`src/rtl/ram_arb.sv`:
```
// ram_arb: three-way arbiter (video, CPU, DMA) in front of a single-port
// 16-bit RAM. The masters' requests are handled one access at a time. Each
// access runs IDLE -> ISSUE -> WAIT -> DONE. A watchdog force-completes any
// access that the RAM never acknowledges, and flags it with err.
//
// Optional feature: define RAM_ARB_FAIR_EN to make CPU and DMA share the RAM
// round-robin. In the default build CPU always beats DMA.
//
// state | meaning
// IDLE  | sample requests, pick a winner, latch its access into ram_* regs
// ISSUE | ram_req high for one cycle
// WAIT  | wait for ram_ack, count cycles toward the timeout
// DONE  | winner's ack (and err on timeout) high for one cycle

module ram_arb #(
    parameter int TIMEOUT = 15
) (
    input  logic        clk_i,
    input  logic        rstn_i,

    input  logic        vid_req_i,
    input  logic [17:0] vid_addr_i,
    output logic        vid_ack_o,
    output logic [15:0] vid_rdata_o,
    output logic        vid_err_o,

    input  logic        cpu_req_i,
    input  logic [17:0] cpu_addr_i,
    input  logic        cpu_we_i,
    input  logic [15:0] cpu_wdata_i,
    input  logic [1:0]  cpu_wstrb_i,
    output logic        cpu_ack_o,
    output logic [15:0] cpu_rdata_o,
    output logic        cpu_err_o,

    input  logic        dma_req_i,
    input  logic [17:0] dma_addr_i,
    input  logic        dma_we_i,
    input  logic [15:0] dma_wdata_i,
    input  logic [1:0]  dma_wstrb_i,
    output logic        dma_ack_o,
    output logic [15:0] dma_rdata_o,
    output logic        dma_err_o,

    output logic        ram_req_o,
    output logic [17:0] ram_addr_o,
    output logic [15:0] ram_wdata_o,
    output logic [1:0]  ram_wstrb_o,
    output logic        ram_we_o,
    input  logic        ram_ack_i,
    input  logic [15:0] ram_rdata_i
);

    typedef enum logic [1:0] {
        S_IDLE  = 2'd0,
        S_ISSUE = 2'd1,
        S_WAIT  = 2'd2,
        S_DONE  = 2'd3
    } state_t;

    typedef enum logic [1:0] {
        M_VID = 2'd0,
        M_CPU = 2'd1,
        M_DMA = 2'd2
    } master_t;

    localparam logic [3:0] TO_VAL = TIMEOUT[3:0];

    state_t      state_q;
    master_t     win_q;
    master_t     win_d;
    logic        any_req_d;
    logic [3:0]  cnt_q;

    logic        vid_ack_q, cpu_ack_q, dma_ack_q;
    logic        vid_err_q, cpu_err_q, dma_err_q;
    logic [15:0] vid_rdata_q, cpu_rdata_q, dma_rdata_q;

    logic        ram_req_q;
    logic [17:0] ram_addr_q;
    logic [15:0] ram_wdata_q;
    logic [1:0]  ram_wstrb_q;
    logic        ram_we_q;

`ifdef RAM_ARB_FAIR_EN
    // 0 = CPU favoured on a CPU/DMA tie, 1 = DMA favoured
    logic        ptr_q;
`endif

    // Pick the winner among the pending requests; video always goes first
    always_comb begin
        any_req_d = vid_req_i | cpu_req_i | dma_req_i;
        win_d     = M_VID;
        if (vid_req_i) begin
            win_d = M_VID;
        end else if (cpu_req_i && dma_req_i) begin
`ifdef RAM_ARB_FAIR_EN
            win_d = ptr_q ? M_DMA : M_CPU;
`else
            win_d = M_CPU;
`endif
        end else if (cpu_req_i) begin
            win_d = M_CPU;
        end else if (dma_req_i) begin
            win_d = M_DMA;
        end
    end

    // Access sequencer with registered acks, errs, rdata and RAM side
    always_ff @(posedge clk_i) begin
        if (!rstn_i) begin
            state_q     <= S_IDLE;
            win_q       <= M_VID;
            cnt_q       <= 4'd0;
            vid_ack_q   <= 1'b0;
            cpu_ack_q   <= 1'b0;
            dma_ack_q   <= 1'b0;
            vid_err_q   <= 1'b0;
            cpu_err_q   <= 1'b0;
            dma_err_q   <= 1'b0;
            vid_rdata_q <= 16'h0000;
            cpu_rdata_q <= 16'h0000;
            dma_rdata_q <= 16'h0000;
            ram_req_q   <= 1'b0;
            ram_addr_q  <= 18'h00000;
            ram_wdata_q <= 16'h0000;
            ram_wstrb_q <= 2'b00;
            ram_we_q    <= 1'b0;
`ifdef RAM_ARB_FAIR_EN
            ptr_q       <= 1'b0;
`endif
        end else begin
            // acks, errs and ram_req are single-cycle pulses
            vid_ack_q <= 1'b0;
            cpu_ack_q <= 1'b0;
            dma_ack_q <= 1'b0;
            vid_err_q <= 1'b0;
            cpu_err_q <= 1'b0;
            dma_err_q <= 1'b0;
            ram_req_q <= 1'b0;

            case (state_q)
                S_IDLE: begin
                    if (any_req_d) begin
                        win_q     <= win_d;
                        ram_req_q <= 1'b1;
                        state_q   <= S_ISSUE;
                        case (win_d)
                            M_CPU: begin
                                ram_addr_q  <= cpu_addr_i;
                                ram_we_q    <= cpu_we_i;
                                ram_wdata_q <= cpu_wdata_i;
                                ram_wstrb_q <= cpu_wstrb_i;
`ifdef RAM_ARB_FAIR_EN
                                ptr_q       <= 1'b1;
`endif
                            end
                            M_DMA: begin
                                ram_addr_q  <= dma_addr_i;
                                ram_we_q    <= dma_we_i;
                                ram_wdata_q <= dma_wdata_i;
                                ram_wstrb_q <= dma_wstrb_i;
`ifdef RAM_ARB_FAIR_EN
                                ptr_q       <= 1'b0;
`endif
                            end
                            default: begin
                                // video is read-only; wdata is left as is
                                ram_addr_q  <= vid_addr_i;
                                ram_we_q    <= 1'b0;
                                ram_wstrb_q <= 2'b00;
                            end
                        endcase
                    end
                end
                S_ISSUE: begin
                    state_q <= S_WAIT;
                end
                S_WAIT: begin
                    if (ram_ack_i) begin
                        state_q <= S_DONE;
                        case (win_q)
                            M_CPU: begin
                                cpu_ack_q   <= 1'b1;
                                cpu_rdata_q <= ram_rdata_i;
                            end
                            M_DMA: begin
                                dma_ack_q   <= 1'b1;
                                dma_rdata_q <= ram_rdata_i;
                            end
                            default: begin
                                vid_ack_q   <= 1'b1;
                                vid_rdata_q <= ram_rdata_i;
                            end
                        endcase
                    end else if (cnt_q == TO_VAL) begin
                        // watchdog expired: complete with err, rdata untouched
                        state_q <= S_DONE;
                        case (win_q)
                            M_CPU: begin
                                cpu_ack_q <= 1'b1;
                                cpu_err_q <= 1'b1;
                            end
                            M_DMA: begin
                                dma_ack_q <= 1'b1;
                                dma_err_q <= 1'b1;
                            end
                            default: begin
                                vid_ack_q <= 1'b1;
                                vid_err_q <= 1'b1;
                            end
                        endcase
                    end else begin
                        cnt_q <= cnt_q + 4'd1;
                    end
                end
                S_DONE: begin
                    cnt_q   <= 4'd0;
                    state_q <= S_IDLE;
                end
                default: begin
                    state_q <= S_IDLE;
                end
            endcase
        end
    end

    assign vid_ack_o   = vid_ack_q;
    assign cpu_ack_o   = cpu_ack_q;
    assign dma_ack_o   = dma_ack_q;
    assign vid_err_o   = vid_err_q;
    assign cpu_err_o   = cpu_err_q;
    assign dma_err_o   = dma_err_q;
    assign vid_rdata_o = vid_rdata_q;
    assign cpu_rdata_o = cpu_rdata_q;
    assign dma_rdata_o = dma_rdata_q;
    assign ram_req_o   = ram_req_q;
    assign ram_addr_o  = ram_addr_q;
    assign ram_wdata_o = ram_wdata_q;
    assign ram_wstrb_o = ram_wstrb_q;
    assign ram_we_o    = ram_we_q;

endmodule

```
`config.mk`:
```
export PLATFORM = sky130hd
export DESIGN_NAME = ram_arb
export DESIGN_NICKNAME = d
export VERILOG_FILES = /design/src/rtl/ram_arb.sv
export SDC_FILE = /design/constraint.sdc
export NUM_CORES = 1
export LEC_CHECK = 0
export CORE_MARGIN = 2
export CORE_UTILIZATION = 28
export CTS_CLUSTER_DIAMETER = 80
export DETAILED_ROUTE_END_ITERATION = 6
export MAX_ROUTING_LAYER = met4
export PLACE_DENSITY = 0.58
export SYNTH_ARGS = -nofsm -noshare
export SYNTH_HDL_FRONTEND = slang
export SYNTH_SLANG_ARGS = --single-unit
```
`constraint.sdc`:
```
create_clock -name clk_i -period 1.8 [get_ports clk_i]
set_clock_uncertainty 0.1 [all_clocks]
set_input_delay 0.36 -clock clk_i [delete_from_list [all_inputs] [get_ports clk_i]]
set_output_delay 0.36 -clock clk_i [all_outputs]
set_load 0.02 [all_outputs]
```
==> flow_metrics.env, run 1 <==
export IMPL_max_stage_delay_ps=620
export IMPL_min_period_over_period_pct=98.72
export IMPL_power_switching_mw=2.285
export IMPL_critPathMaxFanout=2
export IMPL_layout_common_cells="clkdlybuf4s50_1, nand2_1, dfxtp_1"
export IMPL_crit_required_ps=1340
export IMPL_hold_class="register to register"
export IMPL_end_kind="primary output"
export IMPL_tightest_slew_ps=318.6
export IMPL_drive_above_1_share_pct=7.714
export IMPL_finalHoldViolCount=0
export IMPL_final_common_cell="clkdlybuf4s50_1"
export IMPL_post_route_drc_count=0
export IMPL_post_drt_wl_per_cell_microns=14.93
export IMPL_leakagePower_nw=2.916
export IMPL_ys_ff_latch=100
export IMPL_grt_pass1_vias=4203
export IMPL_place_area_sq_um=6675
export IMPL_io_buffers=205
export IMPL_nets=831
export IMPL_place_hpwl_microns=9835
export IMPL_vias=4386
export IMPL_grt_max_degree=50
export IMPL_combPwrFrac_pct=35.2
export IMPL_drtPass1Iterations=7
export IMPL_multi_input_area_sq_um=2003
export IMPL_wl_met2_microns=6424
export IMPL_grt_pass1_wl_microns=20690
export IMPL_fill_cells=1419
export IMPL_critPathLaunchType="register"
export IMPL_synth_cell_types=43
export IMPL_slew_violations=0
export IMPL_timing_rr_start="state_q[0]"
export IMPL_syn_area_sq_um=4249
export IMPL_whs_endpoint="cpu_rdata_o[15]"
export IMPL_relSlewSlack_pct=78.49
export IMPL_num_rows=45
export IMPL_design_area_sq_um=7039
export IMPL_overflow=0
export IMPL_drv_cap=0
export IMPL_top_layer="met4"
export IMPL_path_delay_family="buffers and inverters"
export IMPL_ff_latch_area_sq_um=2002
export IMPL_pwr_share_clk_pct=27.1
export IMPL_ios=206
export IMPL_worstHoldStart="cpu_rdata_o[15]"
export IMPL_cts_sinks=100
export IMPL_core_area_sq_um=15030
export IMPL_grt_setup_unrepaired="false"
export IMPL_p_per_area_nw_per_um2=1023
export IMPL_grtUsageTotal_pct=16.54
export IMPL_synth_fp_nets=623
export IMPL_synth_flop_cell="dfxtp_1"
export IMPL_slowest_stage="clkdlybuf4s50_1"
export IMPL_critical_path_cell_chain="clkdlybuf4s50_1"
export IMPL_clock_path_buffers=2
export IMPL_fin_crit_ps=1777
export IMPL_grt_antenna_before_repair=0
export IMPL_route_met3_wl_microns=965
export IMPL_synth_edf_count=0
export IMPL_rr_endpoint="ram_wdata_o[14]"
export IMPL_r2r_cells=6
export IMPL_switching_share_pct=31.74
export IMPL_ys_async_sr_fraction_pct=0
export IMPL_timing_fmax_mhz=562.7
export IMPL_status="complete, no violations"
export IMPL_die_area_sq_um=16180
export IMPL_ys_seq_area_share_pct=47.11
export IMPL_ir_worst_vdd_mv=0.4320
export IMPL_syn_avg_cell_area_sq_um=8.464
export IMPL_p_int_mw=4.914
export IMPL_wl_microns=13450
export IMPL_seq_power_share_pct=37.8
export IMPL_die_h_microns=127.2
export IMPL_cts_tree="yes"
export IMPL_holdPathStages=2
export IMPL_whs_ps=352.9
export IMPL_postCtsHoldBufs=0
export IMPL_drt_iter0_markers=223
export IMPL_critPathBufInv=1
export IMPL_cts_htree_levels=3
export IMPL_ys_warn_count=0
export IMPL_antenna_cells=0
export IMPL_crit_type="register to primary output"
export IMPL_netlist_instances=502
export IMPL_syn_to_final_growth_pct=65.67
export IMPL_arrival_ps=1320
export IMPL_place_congestion=0.7977
export IMPL_ctsRootBufferMaster="clkbuf_16"
export IMPL_met1Wirelength_microns=5891
export IMPL_avgViaCountPerCell=4.868
export IMPL_initial_core_util_pct=28.26
export IMPL_die_w_microns=127.2
export IMPL_cts_buffers=9
export IMPL_ant_nets=0
export IMPL_insertion_delay_ps=350
export IMPL_cts_reportedPaths_clkPinSlew_ps=70
export IMPL_r2r_setup_slack_ps=160
export IMPL_setup_viol=0
worst max path at each step:
stage | to | cells after the start | startpoint
after floorplan | ram_wdata_o[10] | 6 | cpu_req_i
after global placement | ram_addr_o[8] | 5 | cpu_req_i
after detailed placement | ram_wdata_o[14] | 5 | cpu_req_i
after CTS | vid_rdata_o[6] | 1 | vid_rdata_o[6]
after global routing | vid_rdata_o[7] | 1 | vid_rdata_o[7]
final | ram_addr_o[12] | 1 | ram_addr_o[12]
final cells by class:
class | count | share of cell area, %
multi-input combinational | 353 | 28.46
clock inverter | 2 | 0.4977
clock buffer | 12 | 3.644
sequential | 100 | 28.44
tap | 188 | 3.342
timing repair buffer | 239 | 35.19
inverter | 7 | 0.4266
synth_stat cells (2+ instances only):
master    number  area share, %
nand2_1      124             11
dfxtp_1      100             47
a21oi_1       73            8.6
clkbuf_1      28            2.5
o21ai_0       22            2.6
a31oi_1       17            2.5
mux2i_1       17            4.0
o221ai_1      16            3.3
a211oi_1      13            2.3
and2_1         8            1.2
buf_2          8           0.94
ha_1           7            2.1
inv_1          6           0.53
buf_6          5            1.3
nand3_1        5           0.59
nor2_1         5           0.44
a21o_1         4           0.71
and3_1         4           0.59
nand2b_1       4           0.59
a211oi_2       3           0.88
nand3b_1       3           0.53
nor2b_1        3           0.44
a32oi_1        2           0.41
and3b_1        2           0.41
nor4b_1        2           0.41
o211a_1        2           0.47
o211ai_1       2           0.35
or4_1          2           0.35
stage by stage:
step           worst slack [ps]  total power, mW  TNS [ps]  std cells  utilization (%)
5_1_grt                 0.01510            7.579         0        901            46.82
4_1_cts                  0.9043            7.300         0        900            46.33
3_3_place_gp             -215.0            5.297     -6653        886            44.40
6_report                  22.98            7.199         0        901            46.82
2_1_floorplan             175.9            4.038         0        502                -
3_5_place_dp             -323.9            5.331     -9270        886            44.40
flip-flops by register name, summed over array words and instances, names as in the netlist, 2 cells and up:
register	count
cnt_q	4
vid_rdata_o	16
win_q	2
cpu_rdata_o	16
ram_wdata_o	16
ram_wstrb_o	2
state_q	2
dma_rdata_o	16
ram_addr_o	18
per-layer routing:
metal	vias up	track usage, %
li1	2182	-
met1	2023	20.26
met4	0	6.076
met5	-	-
met3	11	3.099
met2	170	27.29
power by group through the flow:
stage / combinational, mW / sequential [mW] / clock [mW]
floorplan: 0.947 / 3.09 / 0
CTS: 2.57 / 2.72 / 2.01
finish: 2.53 / 2.72 / 1.95
global placement: 2.54 / 2.75 / 0
global route: 2.75 / 2.76 / 2.08
detailed placement: 2.57 / 2.76 / 0
cells by family after synthesis:
| family | count (synthesis) | share of synthesized area (%) |
|---|---|---|
| multiplexers | 17 | 4.005 |
| adder cells (fa/ha/maj) | 7 | 2.061 |
| AND/OR/NAND/NOR | 168 | 17.55 |
| AO/OA/AOI/OAI | 161 | 23.44 |
| buffers and inverters | 49 | 5.830 |
| flip-flops | 100 | 47.11 |
repair_timing:
action | in CTS | in global routing
endpoints found under the setup margin | 2 | 38
setup buffers | 0 | 1
gates resized for setup | 2 | 22
pin swaps | 0 | 0
gates cloned | 0 | 0
Note: power is estimated with default switching activity, not from simulation.
==> inputs of run 2 (changes only) <==
==> constraint.sdc (replaced) <==
create_clock -name clk_i -period 1.9 [get_ports clk_i]
set_clock_uncertainty 0.1 [all_clocks]
set_input_delay 0.38 -clock clk_i [delete_from_list [all_inputs] [get_ports clk_i]]
set_output_delay 0.38 -clock clk_i [all_outputs]
set_load 0.02 [all_outputs]
==> run 2 against run 1 <==
- design area fell by 0.60%
- die area did not move
- wire length rose by 0.63%
- non-clock buffer count fell by 3
- count of clock-buffer cells in the layout fell by 2
- global-route usage rose by 0.41 points
- sequential cell count did not move
- worst setup slack improved by 56 ps
- core utilization fell by 0.28 points
- clock power rose by 9.7%
- combinational power fell by 5%
==> flow_metrics.env, run 2 (synthesis gave the netlist of run 1 again) <==
export IMPL_p_per_area_nw_per_um2=1017
export IMPL_seq_power_share_pct=36.1
export IMPL_layout_common_cells="clkdlybuf4s50_1, nand2_1, dfxtp_1"
export IMPL_grt_max_degree=50
export IMPL_design_area_sq_um=6997
export IMPL_vias=4334
export IMPL_finalPower_mw=7.118
export IMPL_p_int_mw=4.901
export IMPL_ant_nets=0
export IMPL_pwr_share_clk_pct=30.1
export IMPL_crit_required_ps=1420
export IMPL_timing_fmax_mhz=549.1
export IMPL_hold_class="register to register"
export IMPL_avgViaCountPerCell=4.816
export IMPL_critPathMaxFanout=2
export IMPL_slowest_stage="clkdlybuf4s50_1"
export IMPL_status="complete, no violations"
export IMPL_fin_util_pct=46.54
export IMPL_ctsRootBufferMaster="clkbuf_16"
export IMPL_cts_setup_buffers=0
export IMPL_grt_setup_unrepaired="false"
export IMPL_post_drt_wl_per_cell_microns=15.04
export IMPL_critPathLaunchType="register"
export IMPL_grt_antenna_before_repair=0
export IMPL_place_hpwl_microns=10020
export IMPL_io_buffers=205
export IMPL_place_area_sq_um=6648
export IMPL_post_route_drc_count=0
export IMPL_critPathBufInv=1
export IMPL_die_w_microns=127.2
export IMPL_fin_cells=900
export IMPL_cts_tree="yes"
export IMPL_ir_worst_vdd_mv=0.4230
export IMPL_switching_share_pct=31.15
export IMPL_insertion_delay_ps=350
export IMPL_final_common_cell="clkdlybuf4s50_1"
export IMPL_grt_pass1_wl_microns=21090
export IMPL_overflow=0
export IMPL_drv_cap=0
export IMPL_place_inst=884
export IMPL_relSlewSlack_pct=65.33
export IMPL_end_kind="primary output"
export IMPL_critical_path_cell_chain="clkdlybuf4s50_1"
export IMPL_num_rows=45
export IMPL_wl_microns=13540
export IMPL_drive_above_1_share_pct=7.444
export IMPL_fill_cells=1478
export IMPL_cts_htree_levels=3
export IMPL_max_stage_delay_ps=640
export IMPL_antenna_cells=0
export IMPL_grtUsageTotal_pct=16.95
export IMPL_path_delay_family="buffers and inverters"
export IMPL_combPwrFrac_pct=33.8
export IMPL_die_area_sq_um=16180
export IMPL_drt_iter0_markers=186
export IMPL_initial_core_util_pct=28.26
export IMPL_finalHoldViolCount=0
export IMPL_die_h_microns=127.2
export IMPL_power_switching_mw=2.217
export IMPL_crit_type="register to primary output"
export IMPL_fin_crit_ps=1821
export IMPL_nets=828
export IMPL_slew_violations=0
export IMPL_grt_pass1_vias=4192
export IMPL_whs_ps=353.8
export IMPL_setup_viol=0
export IMPL_cts_buffers=9
export IMPL_clock_path_buffers=2
export IMPL_min_period_over_period_pct=95.84
export IMPL_syn_to_final_growth_pct=64.66
export IMPL_cts_reportedPaths_clkPinSlew_ps=70
export IMPL_cts_sinks=100
export IMPL_tightest_slew_ps=519.5
export IMPL_arrival_ps=1340
export IMPL_place_congestion=0.7811
export IMPL_drtPass1Iterations=4
export IMPL_largest_reg_flops=18
export IMPL_leakagePower_nw=2.592
export IMPL_core_area_sq_um=15030
export IMPL_ios=206
## run 2: what timing repair did
item / in CTS / in global routing
gates resized for setup: 0 / 1
hold endpoints to repair: 0 / 0
endpoints found under the setup margin: 0 / 13
hold buffers: 0 / 0
## run 2: through the flow
stage | setup WS (ps) | setup TNS [ps]
after floorplan | 255.9 | 0
after global placement | -134.0 | -3448
after detailed placement | -237.0 | -5993
after CTS | 52.17 | 0
after global routing | 33.07 | 0
final | 78.98 | 0
## run 2: area by class of cell
type	instances	area, sq um	area share (%)
Timing Repair Buffer	236	2385	34.08
Sequential cell	100	2002	28.61
Multi-Input combinational cell	353	2001	28.59
Clock buffer	10	239.0	3.416
Tap cell	188	235.2	3.362
Clock inverter	6	108.9	1.556
Inverter	7	26.28	0.3755
## run 2: power groups by stage
stage | logic [mW] | registers, mW | clock network [mW]
CTS | 2.43 | 2.57 | 2.19
global route | 2.59 | 2.61 | 2.28
detailed placement | 2.42 | 2.62 | 0
floorplan | 0.897 | 2.93 | 0
finish | 2.41 | 2.57 | 2.14
global placement | 2.39 | 2.61 | 0
## run 2: worst paths after layout
check / from / endpoint / slack, ps / cells past startpoint
max: cpu_rdata_o[7] / cpu_rdata_o[7] / 80 / 1
min: cpu_rdata_o[11] / cpu_rdata_o[11] / 350 / 2
max reg2reg: cnt_q[0] / cnt_q[0] / 190 / 4
min reg2reg: cpu_rdata_o[11] / cpu_rdata_o[11] / 350 / 2
## run 2: per-layer routing
layer  track usage, %  part of all wire (%)  wire (microns)
met5                -                     0               0
met4            7.111                   2.1             280
met3            3.853                   6.1             828
met2            28.27                    48            6450
met1            19.74                    44            5978
